## src/rtl/mux41_scan_reader.sv

```systemverilog
// mux41_scan_reader
// Reads the four inputs of a 4x1 tri-state mux back through its single Y
// line. The reader drives sel/en, waits SETTLE cycles on each slot so Y is
// stable before sampling, and collects the four samples into one word.
// Each finished word is published with a one-cycle data_valid strobe, plus
// a changed strobe when it differs from the previous word. The reader can
// run one scan per start pulse, or keep scanning back-to-back while cont=1.
// All outputs come straight from flops, so y/start/cont never reach an
// output combinationally.

module mux41_scan_reader #(
    parameter int SETTLE = 1
) (
    input  logic       clk,
    input  logic       rst,
    input  logic       start,
    input  logic       cont,
    input  logic       y,
    output logic [1:0] sel,
    output logic       en,
    output logic [3:0] data,
    output logic       data_valid,
    output logic       changed,
    output logic       busy
);

    // The settle counter is 4 bits wide, so SETTLE must fit in 1..15.
    if (SETTLE < 1 || SETTLE > 15) begin : gen_settle_range_check
        $error("mux41_scan_reader: SETTLE must be within 1..15");
    end

    typedef enum logic {
        IDLE,
        SCAN
    } state_t;

    localparam logic [3:0] CNT_RELOAD = 4'(SETTLE - 1);

    state_t     state_q;
    logic [3:0] cnt_q;
    logic [1:0] sel_q;
    logic       en_q;
    logic [2:0] shadow_q;
    logic [3:0] data_q;
    logic       data_valid_q;
    logic       changed_q;
    logic       busy_q;

    // Word that will be published on the last-slot edge: the live Y sample
    // for slot 3 on top of the three shadowed samples.
    logic [3:0] word_d;
    assign word_d = {y, shadow_q};

    // Scan sequencer: walks sel through 0..3, holds each slot SETTLE cycles,
    // captures Y into the shadow bits, and publishes the word on slot 3.
    always_ff @(posedge clk or posedge rst) begin
        if (rst) begin
            state_q      <= IDLE;
            cnt_q        <= 4'd0;
            sel_q        <= 2'd0;
            en_q         <= 1'b0;
            shadow_q     <= 3'd0;
            data_q       <= 4'd0;
            data_valid_q <= 1'b0;
            changed_q    <= 1'b0;
            busy_q       <= 1'b0;
        end else begin
            data_valid_q <= 1'b0;
            changed_q    <= 1'b0;
            case (state_q)
                IDLE: begin
                    if (start) begin
                        state_q <= SCAN;
                        en_q    <= 1'b1;
                        sel_q   <= 2'd0;
                        cnt_q   <= CNT_RELOAD;
                        busy_q  <= 1'b1;
                    end
                end
                SCAN: begin
                    if (cnt_q != 4'd0) begin
                        cnt_q <= cnt_q - 4'd1;
                    end else if (sel_q != 2'd3) begin
                        case (sel_q)
                            2'd0:    shadow_q[0] <= y;
                            2'd1:    shadow_q[1] <= y;
                            default: shadow_q[2] <= y;
                        endcase
                        sel_q <= sel_q + 2'd1;
                        cnt_q <= CNT_RELOAD;
                    end else begin
                        data_q       <= word_d;
                        data_valid_q <= 1'b1;
                        changed_q    <= (word_d != data_q);
                        sel_q        <= 2'd0;
                        cnt_q        <= CNT_RELOAD;
                        if (!cont) begin
                            state_q <= IDLE;
                            en_q    <= 1'b0;
                            busy_q  <= 1'b0;
                        end
                    end
                end
                default: begin
                    state_q <= IDLE;
                    en_q    <= 1'b0;
                    sel_q   <= 2'd0;
                    busy_q  <= 1'b0;
                end
            endcase
        end
    end

    assign sel        = sel_q;
    assign en         = en_q;
    assign data       = data_q;
    assign data_valid = data_valid_q;
    assign changed    = changed_q;
    assign busy       = busy_q;

endmodule

```

## config.mk

```make
export PLATFORM = sky130hd
export DESIGN_NAME = mux41_scan_reader
export DESIGN_NICKNAME = d
export VERILOG_FILES = /design/src/rtl/mux41_scan_reader.sv
export SDC_FILE = /design/constraint.sdc
export NUM_CORES = 1
export LEC_CHECK = 0
export CAP_MARGIN = 20
export CORE_ASPECT_RATIO = 0.9
export CORE_MARGIN = 2
export CORE_UTILIZATION = 35
export CTS_BUF_LIST = sky130_fd_sc_hd__clkbuf_16
export CTS_CLUSTER_SIZE = 28
export DETAILED_ROUTE_END_ITERATION = 10
export GPL_TIMING_DRIVEN = 0
export SLEW_MARGIN = 0
export SYNTH_ARGS = -nofsm -noshare
export SYNTH_HDL_FRONTEND = slang
export SYNTH_SLANG_ARGS = --single-unit
```

## constraint.sdc

```tcl
create_clock -name clk -period 2 [get_ports clk]
set_input_delay 0.2 -clock clk [delete_from_list [all_inputs] [get_ports clk]]
set_output_delay 0.2 -clock clk [all_outputs]
set_load 0.1 [all_outputs]
```

After elaboration in Yosys (flattened, before gate mapping). Cells that the tools add are included.

Output and inout port bits: 10. Input bits: 5. Flip-flop bits (word level): 17. Word-level logic and storage cells: 55.

Add/sub/neg operators: 2. Multiplexer cells: 23. Bitwise gates (word level): 4. Equal/unequal tests: 7. Reduce and logical (&&, ||, !) cells: 9.

Operator list (count): $reduce_and A4 Y1 (4); $mux W1 (14); $ne A2 B2 Y1 const B (5); $mux W4 (2); $pmux W4 S2 (1); $mux W2 (3); $ne A4 B4 Y1 (1); $not A1 Y1 (4); $pmux W1 S2 (2); $pmux W2 S2 (1); $reduce_bool A4 Y1 (1); $sub A4 B1 Y4 const B (1); $reduce_and A3 Y1 (1); $add A2 B1 Y2 const B (1); $eq A2 B1 Y1 const B (1); $logic_not A2 Y1 (1); $reduce_and A2 Y1 (1); $reduce_or A2 Y1 (1).

Logic depth before layout (Yosys ltp). Gate-level depths: netlist (run 1).

Depth after elaboration: 4. Mapped depth: 5. Mapped depth without buffers: 5.

Worst setup path after synthesis (run 1). Ideal clock, no wire load.

Kind: reg2reg. Start: register sel_q[0] (netlist: sel[0]). End: register shadow_q[2]. Setup time: 125 ps. Stages on the path, launching flop included: 6. Required time: 1875 ps. Path buffers: 0. Setup slack: -14 ps. Arrival: 1889 ps. Period minus slack after synthesis: 2014 ps. Path through: dfrtp_1 > inv_1 > ha_1 > nor3_1 > nand2_1 > mux2_2.

Cells in the longest elaborated chain, start to end: 4. Elaborated cells between the ends (all ways): 6. Those cells by class: 2 x eq/ne; 1 x bitwise; 3 x reduce/logical.

Ends and longest elaborated chain: from (decl) (line 41) `logic [1:0] sel_q;`; from (signal assigned) (line 89) `sel_q <= sel_q + 2'd1;`; $eq A2 B1 Y1 or $logic_not A2 Y1 (tied branches) (line 84) `case (sel_q)`; $reduce_or A2 Y1 (no line); $not A1 Y1 (no line); $reduce_and A4 Y1 (no line) *; to (signal assigned) (line 87) `default: shadow_q[2] <= y;`; to (decl) (line 43) `logic [2:0] shadow_q;`.

Every way passes the cells marked *; elsewhere a longest branch is shown, timed or not. A chain may end at the register's enable or synchronous reset.

Final worst setup path (run 1).
Start: register busy_q (netlist: busy). End: output busy.

RTL lines: from (decl) (line 47) `logic busy_q;`; from (signal assigned) (line 66) `busy_q <= 1'b0;`; from (signal assigned) (line 77) `busy_q <= 1'b1;`; from (signal assigned) (line 100) `busy_q <= 1'b0;`; to (decl) (line 24) `output logic busy`.

No word-level cell between the ends.

==> results of run 1 <==
final cells by class:
class / count / share of cell area
Clock buffer: 3 / 0.0648
Timing Repair Buffer: 14 / 0.130
Sequential cell: 17 / 0.369
Buffer: 2 / 0.00972
Tap cell: 28 / 0.0302
Multi-Input combinational cell: 52 / 0.373
Clock inverter: 1 / 0.00432
Inverter: 6 / 0.0194
sequential cells by signal (all words and copies together), names as in the netlist:
name	flops
state_q	1
sel	2
busy	1
cnt_q	4
changed	1
shadow_q	3
data_valid	1
data	4
logic make-up after synthesis:
group           after synthesis  share of synthesized area
xor+xnor                      4                     0.0393
flops                        17                      0.478
buf+inv                       8                     0.0379
compound gates               10                     0.0843
mux                           7                      0.105
fa+ha+maj                     7                     0.0983
simple gates                 24                      0.157
worst max-delay path by stage:
stage,startpoint,to,cells past startpoint
2_1_floorplan,sel[0]$_DFFE_PP0P_,shadow_q[2]$_DFFE_PP0P_,5
3_3_place_gp,busy$_DFFE_PP0P_,en,2
3_5_place_dp,busy$_DFFE_PP0P_,en,2
4_1_cts,data[2]$_DFFE_PP0P_,data[2],1
5_1_grt,busy$_DFFE_PP0P_,busy,1
6_report,busy$_DFFE_PP0P_,busy,1
synthesized netlist by cell type, drive strengths merged:
| cell | n |
|---|---|
| o31ai | 1 |
| nand3 | 4 |
| a41oi | 1 |
| o32ai | 1 |
| nand2 | 10 |
| ha | 7 |
| and4bb | 1 |
| nor2b | 2 |
| dfrtp | 17 |
| o311ai | 1 |
| nand4b | 1 |
| nor2 | 1 |
| nor3 | 1 |
| inv | 6 |
| nor3b | 1 |
| nand2b | 1 |
| clkbuf | 1 |
| xnor2 | 4 |
| or3b | 1 |
| mux2 | 7 |
| o22a | 2 |
| or4 | 1 |
| a22o | 1 |
| buf | 1 |
| o21ai | 3 |
repair_timing:
item / 4_1_cts / 5_1_grt
endpoints found under the hold margin: 0 / 0
setup endpoints to repair: 2 / 5
gates resized for setup: 2 / 5
metrics by stage:
| stage | instances | util | hold WS, ns | area [um2] |
|---|---|---|---|---|
| global placement | 119 | 0.441 | 0.495 | 1070 |
| finish | 123 | 0.478 | 0.353 | 1160 |
| CTS | 123 | 0.473 | 0.379 | 1150 |
| detailed placement | 119 | 0.441 | 0.522 | 1070 |
| floorplan | 77 | - | 0.126 | 893 |
| global route | 123 | 0.478 | 0.415 | 1160 |
per-layer routing:
| layer | global-route usage | vias to the layer above | wire [um] |
|---|---|---|---|
| met3 | 0.0547 | 2 | 87 |
| li1 | - | 306 | - |
| met4 | 0.0465 | 0 | 9 |
| met1 | 0.164 | 286 | 786 |
| met2 | 0.155 | 13 | 671 |
| met5 | 0 | - | 0 |
==> parameters.txt, run 1 <==
Parameter                              Value

Synth
  Yosys reg bits    17
  Count of cell types in the netlist    28
  Proportion of synthesized chip area in sequential cells    0.478
  Ys Warns    0
  Largest area contributor in the synthesized netlist    sky130_fd_sc_hd__dfrtp_1
  Cell count after synthesis    77
  Area share of the largest cell type after synthesis    0.478
  Post-synthesis area per instance    11.6 um2
  Largest cells by area after synthesis    sky130_fd_sc_hd__dfrtp_1 48%, sky130_fd_sc_hd__ha_1 9.8%, sky130_fd_sc_hd__mux2_4 6.7%, sky130_fd_sc_hd__xnor2_1 3.9%, sky130_fd_sc_hd__nand2_1 3.8%
  Cell Area, Synth    891 um2
  Synthesized net count    89

Placement
  Detail Placement HPWL    1140 um
  Final weighted congestion of routability-driven global placement    0.742
  PortBufs    14
  Post-placement setup slack    0.222 ns

Layout
  Highest-count cells in the layout ignoring fill and taps    15 x sky130_fd_sc_hd__dfrtp_1, 9 x sky130_fd_sc_hd__nand2_1, 7 x sky130_fd_sc_hd__ha_1, 7 x sky130_fd_sc_hd__clkdlybuf4s50_1, 6 x sky130_fd_sc_hd__inv_1
  Register area    428 um2
  N_diodes    0
  Final net count    108
  Share of cells above drive strength 1    0.179
  Layout overhead on the synthesized area    30.1%
  Most common cell after layout, fill and taps aside    sky130_fd_sc_hd__dfrtp_1
  Fillers    238
  Area of combinational cells with multiple inputs    432 um2

Global routing
  Initial antenna violation count    0
  Number of global-route vias before repair    531
  Pin count of the biggest net entering global routing    18
  GRT overflow    0
  Global-route wire length before repair    2550 um
  Combined global-route utilization of all metal layers    0.118

Critical path
  Worst-path maximum fanout    3
  Data arrival at the endpoint of the critical path    1.75 ns
  Kind of cell adding the most delay to the critical path    buffers and inverters
  Slack of the worst reg-to-reg path    0.44 ns
  Type of origin of the critical path    register
  Critical Setup Path Class    reg2out
  Series of cell instances along the critical path    clkdlybuf4s50_1
  Worst r2r dst    data[1]$_DFFE_PP0P_
  Count of buffering cells on the critical path with inverters included    1
  Sort of element at the end of the critical path    primary output
  Slowest stage delay, CP    1.14 ns
  Worst path required time    1.80 ns
  Worst reg2reg startpoint    cnt_q[0]$_DFFE_PP0P_
  Slowest cell on the critical path    sky130_fd_sc_hd__clkdlybuf4s50_1
  Number of cells traversed by the worst register-to-register path    5

Timing
  Sum of negative setup slack    0 ns
  Slew of the pin with the lowest slew margin    0.963 ns
  Setup violation total in the final timing report    0
  Slew headroom    0.356
  Unrepaired setup endpoints after global routing    no
  Final Hold Violating Endpoints    0
  Worst path setup slack after routing    0.0549 ns
  Worst Skew    0.00127 ns
  Final Max Slew Viols    0
  Final period util    0.973
  Minimum period implied by the final worst setup slack    1.95 ns
  Maximum operating frequency    514 MHz

CTS
  Largest buffer count on any clock path    2
  Clock sink count    17
  Depth of the CTS H-tree    1
  CTS Buf Count    3
  TritonCTS clock tree    built
  Setup repair bufs after CTS    0
  Clock latency at the later pin of the worst-skew pair    0.25 ns
  Clk root buf    sky130_fd_sc_hd__clkbuf_16
  Hold buffers post-CTS    0
  Clk slew on worst S/H paths    0.05 ns

Detailed routing
  Detailed-route wire length per cell    12.6 um
  Total DRC errors in the routed layout    0
  Initial DRC count    2
  DR vias/cell    4.93
  Routed vias    607
  Remaining antenna violation count    0
  Detailed Route WL    1550 um
  Number of detailed-route iterations in the first pass    4

Run status
  Outcome    finished, final reports clean

Floorplan
  Die footprint    2970 um2
  Initial core utilization    0.367
  Die width    57.2 um
  Row Count    17
  Number of top-level pins    15
  Die Span Y    51.9 um
  Total core area    2420 um2

Job
  MaxCap Viol Count    0

Hold path
  Kind of path behind the tightest hold check    in2async
Power of run 1 is not shown: default switching activity piles up to over one toggle a cycle in this logic, so the estimate is an artifact.
==> inputs of run 2 (changes only) <==
--- a/config.mk
+++ b/config.mk
@@ -5,14 +5,14 @@
 export SDC_FILE = /design/constraint.sdc
 export NUM_CORES = 1
 export LEC_CHECK = 0
-export CAP_MARGIN = 20
 export CORE_ASPECT_RATIO = 0.9
 export CORE_MARGIN = 2
-export CORE_UTILIZATION = 35
+export CORE_UTILIZATION = 54
 export CTS_BUF_LIST = sky130_fd_sc_hd__clkbuf_16
 export CTS_CLUSTER_SIZE = 28
 export DETAILED_ROUTE_END_ITERATION = 10
 export GPL_TIMING_DRIVEN = 0
+export PLACE_DENSITY = 0.81
 export SLEW_MARGIN = 0
 export SYNTH_ARGS = -nofsm -noshare
 export SYNTH_HDL_FRONTEND = slang
==> constraint.sdc (replaced) <==
create_clock -name clk -period 2.3 [get_ports clk]
set_input_delay 0.23 -clock clk [delete_from_list [all_inputs] [get_ports clk]]
set_output_delay 0.23 -clock clk [all_outputs]
set_load 0.1 [all_outputs]
==> run 2 against run 1 <==
Against the previous run: first-iteration DRC count grew to 4.0 times the previous value; sequential cell count stayed put; die area shrank 33%; critical path depth is the same; setup slack improved by 0.14 ns; final cell count decreased by 4.9%.
==> parameters.txt, run 2 (synthesis results as in run 1) <==
Parameter                              Value

Layout
  Highest-count cells in the layout ignoring fill and taps    17 x sky130_fd_sc_hd__dfrtp_1, 14 x sky130_fd_sc_hd__clkdlybuf4s50_1, 9 x sky130_fd_sc_hd__nand2_1, 7 x sky130_fd_sc_hd__ha_1, 6 x sky130_fd_sc_hd__inv_1
  Fillers    110 (-54%)
  Share of cells above drive strength 1    0.158 (-0.0211)
  Final net count    108 (unchanged)
  Most common cell after layout, fill and taps aside    sky130_fd_sc_hd__dfrtp_1
  N_diodes    0 (unchanged)
  Layout overhead on the synthesized area    27.8%

Detailed routing
  Remaining antenna violation count    0 (unchanged)
  Detailed-route wire length per cell    14.2 um (+13%)
  DR vias/cell    5.34 (+8.2%)
  Initial DRC count    8 (+6)
  Detailed Route WL    1670 um (+7.2%)
  Routed vias    625 (+3.0%)
  Total DRC errors in the routed layout    0 (unchanged)
  Number of detailed-route iterations in the first pass    4 (unchanged)

CTS
  Clk root buf    sky130_fd_sc_hd__clkbuf_16
  Clock sink count    17 (unchanged)
  TritonCTS clock tree    built
  Hold buffers post-CTS    0 (unchanged)
  Depth of the CTS H-tree    1 (unchanged)
  Clock latency at the later pin of the worst-skew pair    0.25 ns (about the same)
  Largest buffer count on any clock path    2 (unchanged)
  Post-cts sizing count    0 (-2)
  Setup repair bufs after CTS    0 (unchanged)
  Clk slew on worst S/H paths    0.05 ns (about the same)
  CTS Buf Count    3 (unchanged)

Global routing
  Pin count of the biggest net entering global routing    18 (unchanged)
  Number of global-route vias before repair    629 (+18%)
  Global-route wire length before repair    2950 um (+16%)
  Combined global-route utilization of all metal layers    0.209 (+0.0917)
  Initial antenna violation count    0 (unchanged)
  GRT overflow    0 (unchanged)

Hold path
  Kind of path behind the tightest hold check    in2async

Critical path
  Count of buffering cells on the critical path with inverters included    1 (unchanged)
  Number of cells traversed by the worst register-to-register path    5 (unchanged)
  Critical Setup Path Class    reg2out
  Kind of cell adding the most delay to the critical path    buffers and inverters
  Sort of element at the end of the critical path    primary output
  Slowest stage delay, CP    1.18 ns (+0.04 ns)
  Worst-path maximum fanout    7 (+4)
  Slowest cell on the critical path    sky130_fd_sc_hd__clkdlybuf4s50_1
  Data arrival at the endpoint of the critical path    1.88 ns (+0.13 ns)
  Logic depth of the worst path, buffers included    1 (unchanged)
  Type of origin of the critical path    register
  Worst path required time    2.07 ns (+0.27 ns)
  Series of cell instances along the critical path    clkdlybuf4s50_1

Timing
  Final Hold Violating Endpoints    0 (unchanged)
  Maximum operating frequency    475 MHz
  Slew of the pin with the lowest slew margin    0.972 ns (+0.00892 ns)
  Sum of negative setup slack    0 ns (unchanged)
  Unrepaired setup endpoints after global routing    no
  Worst Skew    0.00357 ns (+0.00231 ns)
  Final period util    0.916
  Setup violation total in the final timing report    0 (unchanged)
  Worst path setup slack after routing    0.193 ns (+0.138 ns)
  Slew headroom    0.350 (-0.00597)
  Final worst hold slack    0.363 ns (+0.0102 ns)
  Minimum period implied by the final worst setup slack    2.11 ns
  Final Max Slew Viols    0 (unchanged)

Placement
  PortBufs    14 (unchanged)
  Final weighted congestion of routability-driven global placement    0.774 (+4.4%)
  Detail Placement HPWL    1210 um (+6.2%)
  Post-placement setup slack    0.454 ns (+0.231 ns)

Floorplan
  Total core area    1500 um2 (-38%)
  Die width    46.8 um (-18%)
  Number of top-level pins    15 (unchanged)
  Row Count    13 (-4)
  Initial core utilization    0.595 (+0.228)
  Die footprint    1990 um2 (-33%)
  Die Span Y    42.5 um (-18%)

Run status
  Outcome    finished, final reports clean

Job
  MaxCap Viol Count    0 (unchanged)
## run 2: changes by cell type in the layout (fill, tap and decap cells not counted)
cell,previous run,this run
sky130_fd_sc_hd__clkdlybuf4s50_1,7,14
sky130_fd_sc_hd__dfrtp_1,15,17
sky130_fd_sc_hd__dfrtp_2,2,0
sky130_fd_sc_hd__dlygate4sd2_1,2,0
sky130_fd_sc_hd__dlymetal6s2s_1,5,0
## run 2: final cells by class
class / count / area, um2 / share of cell area
buffer: 2 / 11.3 / 0.00989
inverter: 6 / 22.5 / 0.0198
timing repair buffer: 14 / 140 / 0.123
tap: 22 / 27.5 / 0.0242
sequential: 17 / 425 / 0.374
clock buffer: 3 / 75.1 / 0.0659
multi-input combinational: 52 / 432 / 0.379
clock inverter: 1 / 5.00 / 0.00440
## run 2: path summary, 6_finish.rpt
kind | from | to | slack (ns)
max | sel[0]$_DFFE_PP0P_ | sel[0] | 0.19
min | rst | cnt_q[3]$_DFFE_PP0P_ | 0.36
max reg2reg | cnt_q[0]$_DFFE_PP0P_ | data[2]$_DFFE_PP0P_ | 0.75
min reg2reg | busy$_DFFE_PP0P_ | busy$_DFFE_PP0P_ | 0.52
max in group asynchronous | rst | shadow_q[0]$_DFFE_PP0P_ | 1.52
min in group clk | busy$_DFFE_PP0P_ | busy$_DFFE_PP0P_ | 0.52
## run 2: routing by layer
layer | vias up | share of wire | track usage
li1 | 306 | - | -
met1 | 296 | 0.47 | 0.293
met2 | 18 | 0.46 | 0.310
met3 | 5 | 0.056 | 0.0690
met4 | 0 | 0.012 | 0.0500
met5 | - | 0 | 0
## run 2: metrics by stage
stage / instance area, um2 / instances / util
5_1_grt: 1140 / 117 / 0.761
4_1_cts: 1140 / 117 / 0.761
6_report: 1140 / 117 / 0.761
2_1_floorplan: 891 / 77 / -
3_5_place_dp: 1060 / 113 / 0.707
3_3_place_gp: 1060 / 113 / 0.707
Power of run 2 is left out for the same reason.
==> inputs of run 3 (changes only) <==
--- a/config.mk
+++ b/config.mk
@@ -7,12 +7,13 @@
 export LEC_CHECK = 0
 export CORE_ASPECT_RATIO = 0.9
 export CORE_MARGIN = 2
-export CORE_UTILIZATION = 54
+export CORE_UTILIZATION = 60
 export CTS_BUF_LIST = sky130_fd_sc_hd__clkbuf_16
 export CTS_CLUSTER_SIZE = 28
 export DETAILED_ROUTE_END_ITERATION = 10
+export DONT_BUFFER_PORTS = 1
 export GPL_TIMING_DRIVEN = 0
-export PLACE_DENSITY = 0.81
+export PLACE_DENSITY = 0.77
 export SLEW_MARGIN = 0
 export SYNTH_ARGS = -nofsm -noshare
 export SYNTH_HDL_FRONTEND = slang
==> run 3 against run 2 <==
Against the previous run: final cell count shrank 17%; clock skew down 0.0023 ns; count of clock-buffer cells in the layout stayed put; core utilization down 5.5 points; sequential cell count stayed put; hold slack worse by 0.27 ns; first-iteration DRC count up 100%; fmax fell by 1.0%.
==> parameters.txt, run 3 (synthesis results as in run 1) <==
Parameter                              Value

Critical path
  Number of cells traversed by the worst register-to-register path    5 (unchanged)
  Worst reg2reg startpoint    sel[0]$_DFFE_PP0P_
  Worst path required time    2.43 ns (+0.36 ns)
  Critical path launch point    sel[0]$_DFFE_PP0P_
  Worst r2r dst    shadow_q[2]$_DFFE_PP0P_
  Critical Setup Path Class    reg2reg
  Sort of element at the end of the critical path    register
  Data arrival at the endpoint of the critical path    2.26 ns (+0.38 ns)
  Type of origin of the critical path    register
  Slack of the worst reg-to-reg path    0.17 ns (-0.58 ns)
  Worst-path maximum fanout    7 (unchanged)

Timing
  Setup violation total in the final timing report    0 (unchanged)
  Sum of negative setup slack    0 ns (unchanged)
  Final Hold Violating Endpoints    0 (unchanged)
  Minimum period implied by the final worst setup slack    2.13 ns (+0.0220 ns)
  Slew headroom    0.308 (-0.0419)
  Worst path setup slack after routing    0.171 ns (-0.0220 ns)
  Final Max Slew Viols    0 (unchanged)
  Maximum operating frequency    470 MHz (-1.0%)
  Worst Skew    0.00132 ns (-0.00226 ns)
  Unrepaired setup endpoints after global routing    no
  Slew of the pin with the lowest slew margin    1.04 ns (+0.0659 ns)
  Final period util    0.926 (+0.00956)

CTS
  Clock sink count    17 (unchanged)
  Post-cts sizing count    0 (unchanged)
  CTS Buf Count    3 (unchanged)
  Hold buffers post-CTS    1 (+1)
  Clk root buf    sky130_fd_sc_hd__clkbuf_16
  Largest buffer count on any clock path    2 (unchanged)
  Depth of the CTS H-tree    1 (unchanged)
  Clock latency at the later pin of the worst-skew pair    0.24 ns (about the same)
  Clk slew on worst S/H paths    0.05 ns (about the same)
  Setup repair bufs after CTS    0 (unchanged)
  TritonCTS clock tree    built

Hold path
  Number of cells on the worst hold path    1
  Hold Path Sink    cnt_q[1]$_DFFE_PP0P_
  Hold path startpoint    start
  Kind of path behind the tightest hold check    in2reg

Layout
  N_diodes    0 (unchanged)
  Most common cell after layout, fill and taps aside    sky130_fd_sc_hd__dfrtp_1
  Layout overhead on the synthesized area    12.1%
  Share of cells above drive strength 1    0.171 (+0.0128)
  Post-layout instance count excluding filler cells    97 (-17%)
  Final net count    95 (-12%)
  Highest-count cells in the layout ignoring fill and taps    17 x sky130_fd_sc_hd__dfrtp_1, 9 x sky130_fd_sc_hd__nand2_1, 7 x sky130_fd_sc_hd__inv_1, 7 x sky130_fd_sc_hd__ha_1
  Fillers    100 (-9.1%)

Global routing
  Pin count of the biggest net entering global routing    18 (unchanged)
  Combined global-route utilization of all metal layers    0.206 (-0.00386)
  GRT overflow    0 (unchanged)
  Number of global-route vias before repair    563 (-10%)
  Initial antenna violation count    0 (unchanged)
  Global-route wire length before repair    2450 um (-17%)

Detailed routing
  Number of detailed-route iterations in the first pass    4 (unchanged)
  Routed vias    598 (-4.3%)
  Detailed Route WL    1640 um (-1.5%)
  Initial DRC count    16 (+8)
  DR vias/cell    6.16 (+15%)
  Total DRC errors in the routed layout    0 (unchanged)
  Detailed-route wire length per cell    16.9 um (+19%)
  Remaining antenna violation count    0 (unchanged)

Floorplan
  Die Span Y    40.6 um (-4.6%)
  Row Count    13 (unchanged)
  Initial core utilization    0.630 (+0.0342)
  Die footprint    1810 um2 (-9.1%)
  Number of top-level pins    15 (unchanged)
  Total core area    1420 um2 (-5.4%)
  Die width    44.6 um (-4.7%)

Placement
  PortBufs    0 (-14)
  Final weighted congestion of routability-driven global placement    0.720 (-7.0%)
  Post-placement setup slack    0.173 ns (-0.280 ns)
  Detail Placement HPWL    1150 um (-4.7%)
  Inst Count DP    92 (-19%)

Job
  MaxCap Viol Count    0 (unchanged)

Run status
  Outcome    finished, final reports clean
-- run 3: cell types whose count changed in the layout (fill, tap and decap cells not counted) --
cell | before | now
sky130_fd_sc_hd__clkdlybuf4s50_1 | 14 | 0
sky130_fd_sc_hd__clkinv_2 | 1 | 0
sky130_fd_sc_hd__dlygate4sd3_1 | 0 | 1
sky130_fd_sc_hd__inv_1 | 6 | 7
-- run 3: stage by stage --
step	hold WS (ns)	area, um2	utilization
detailed placement	0.236	910	0.643
global route	0.0967	998	0.706
global placement	0.236	910	0.643
CTS	0.0934	998	0.706
floorplan	0.156	891	-
finish	0.0961	998	0.706
-- run 3: area by class of cell --
class	instances	area, um2	share of cell area
flip-flops and latches	17	425	0.426
multi-input cells	52	432	0.432
repair buffers	1	10.0	0.0100
clock buffers	3	75.1	0.0752
inverters	6	22.5	0.0226
well taps	15	18.8	0.0188
clock inverters	1	3.75	0.00376
plain buffers	2	11.3	0.0113
-- run 3: worst max-delay path by stage --
stage | slack [ns] | end | cells past startpoint
6_report | 0.17 | shadow_q[2]$_DFFE_PP0P_ | 5
4_1_cts | 0.17 | shadow_q[2]$_DFFE_PP0P_ | 5
3_5_place_dp | 0.17 | shadow_q[2]$_DFFE_PP0P_ | 5
2_1_floorplan | 0.29 | shadow_q[2]$_DFFE_PP0P_ | 5
5_1_grt | 0.03 | shadow_q[2]$_DFFE_PP0P_ | 5
3_3_place_gp | 0.20 | shadow_q[2]$_DFFE_PP0P_ | 5
-- run 3: metal layers --
metal  global-route usage  wire length (um)
met3               0.0811                80
met5                    0                 0
met4               0.0455                 0
met1                0.244               697
met2                0.355               863
-- run 3: worst max-delay path, stage by stage, from the launching register on --
cell,delay [ns]
sky130_fd_sc_hd__dfrtp_1,1.02
sky130_fd_sc_hd__inv_1,0.21
sky130_fd_sc_hd__ha_1,0.26
sky130_fd_sc_hd__nor3_1,0.17
sky130_fd_sc_hd__nand2_1,0.08
sky130_fd_sc_hd__mux2_2,0.26
Power of run 3 is left out for the same reason.
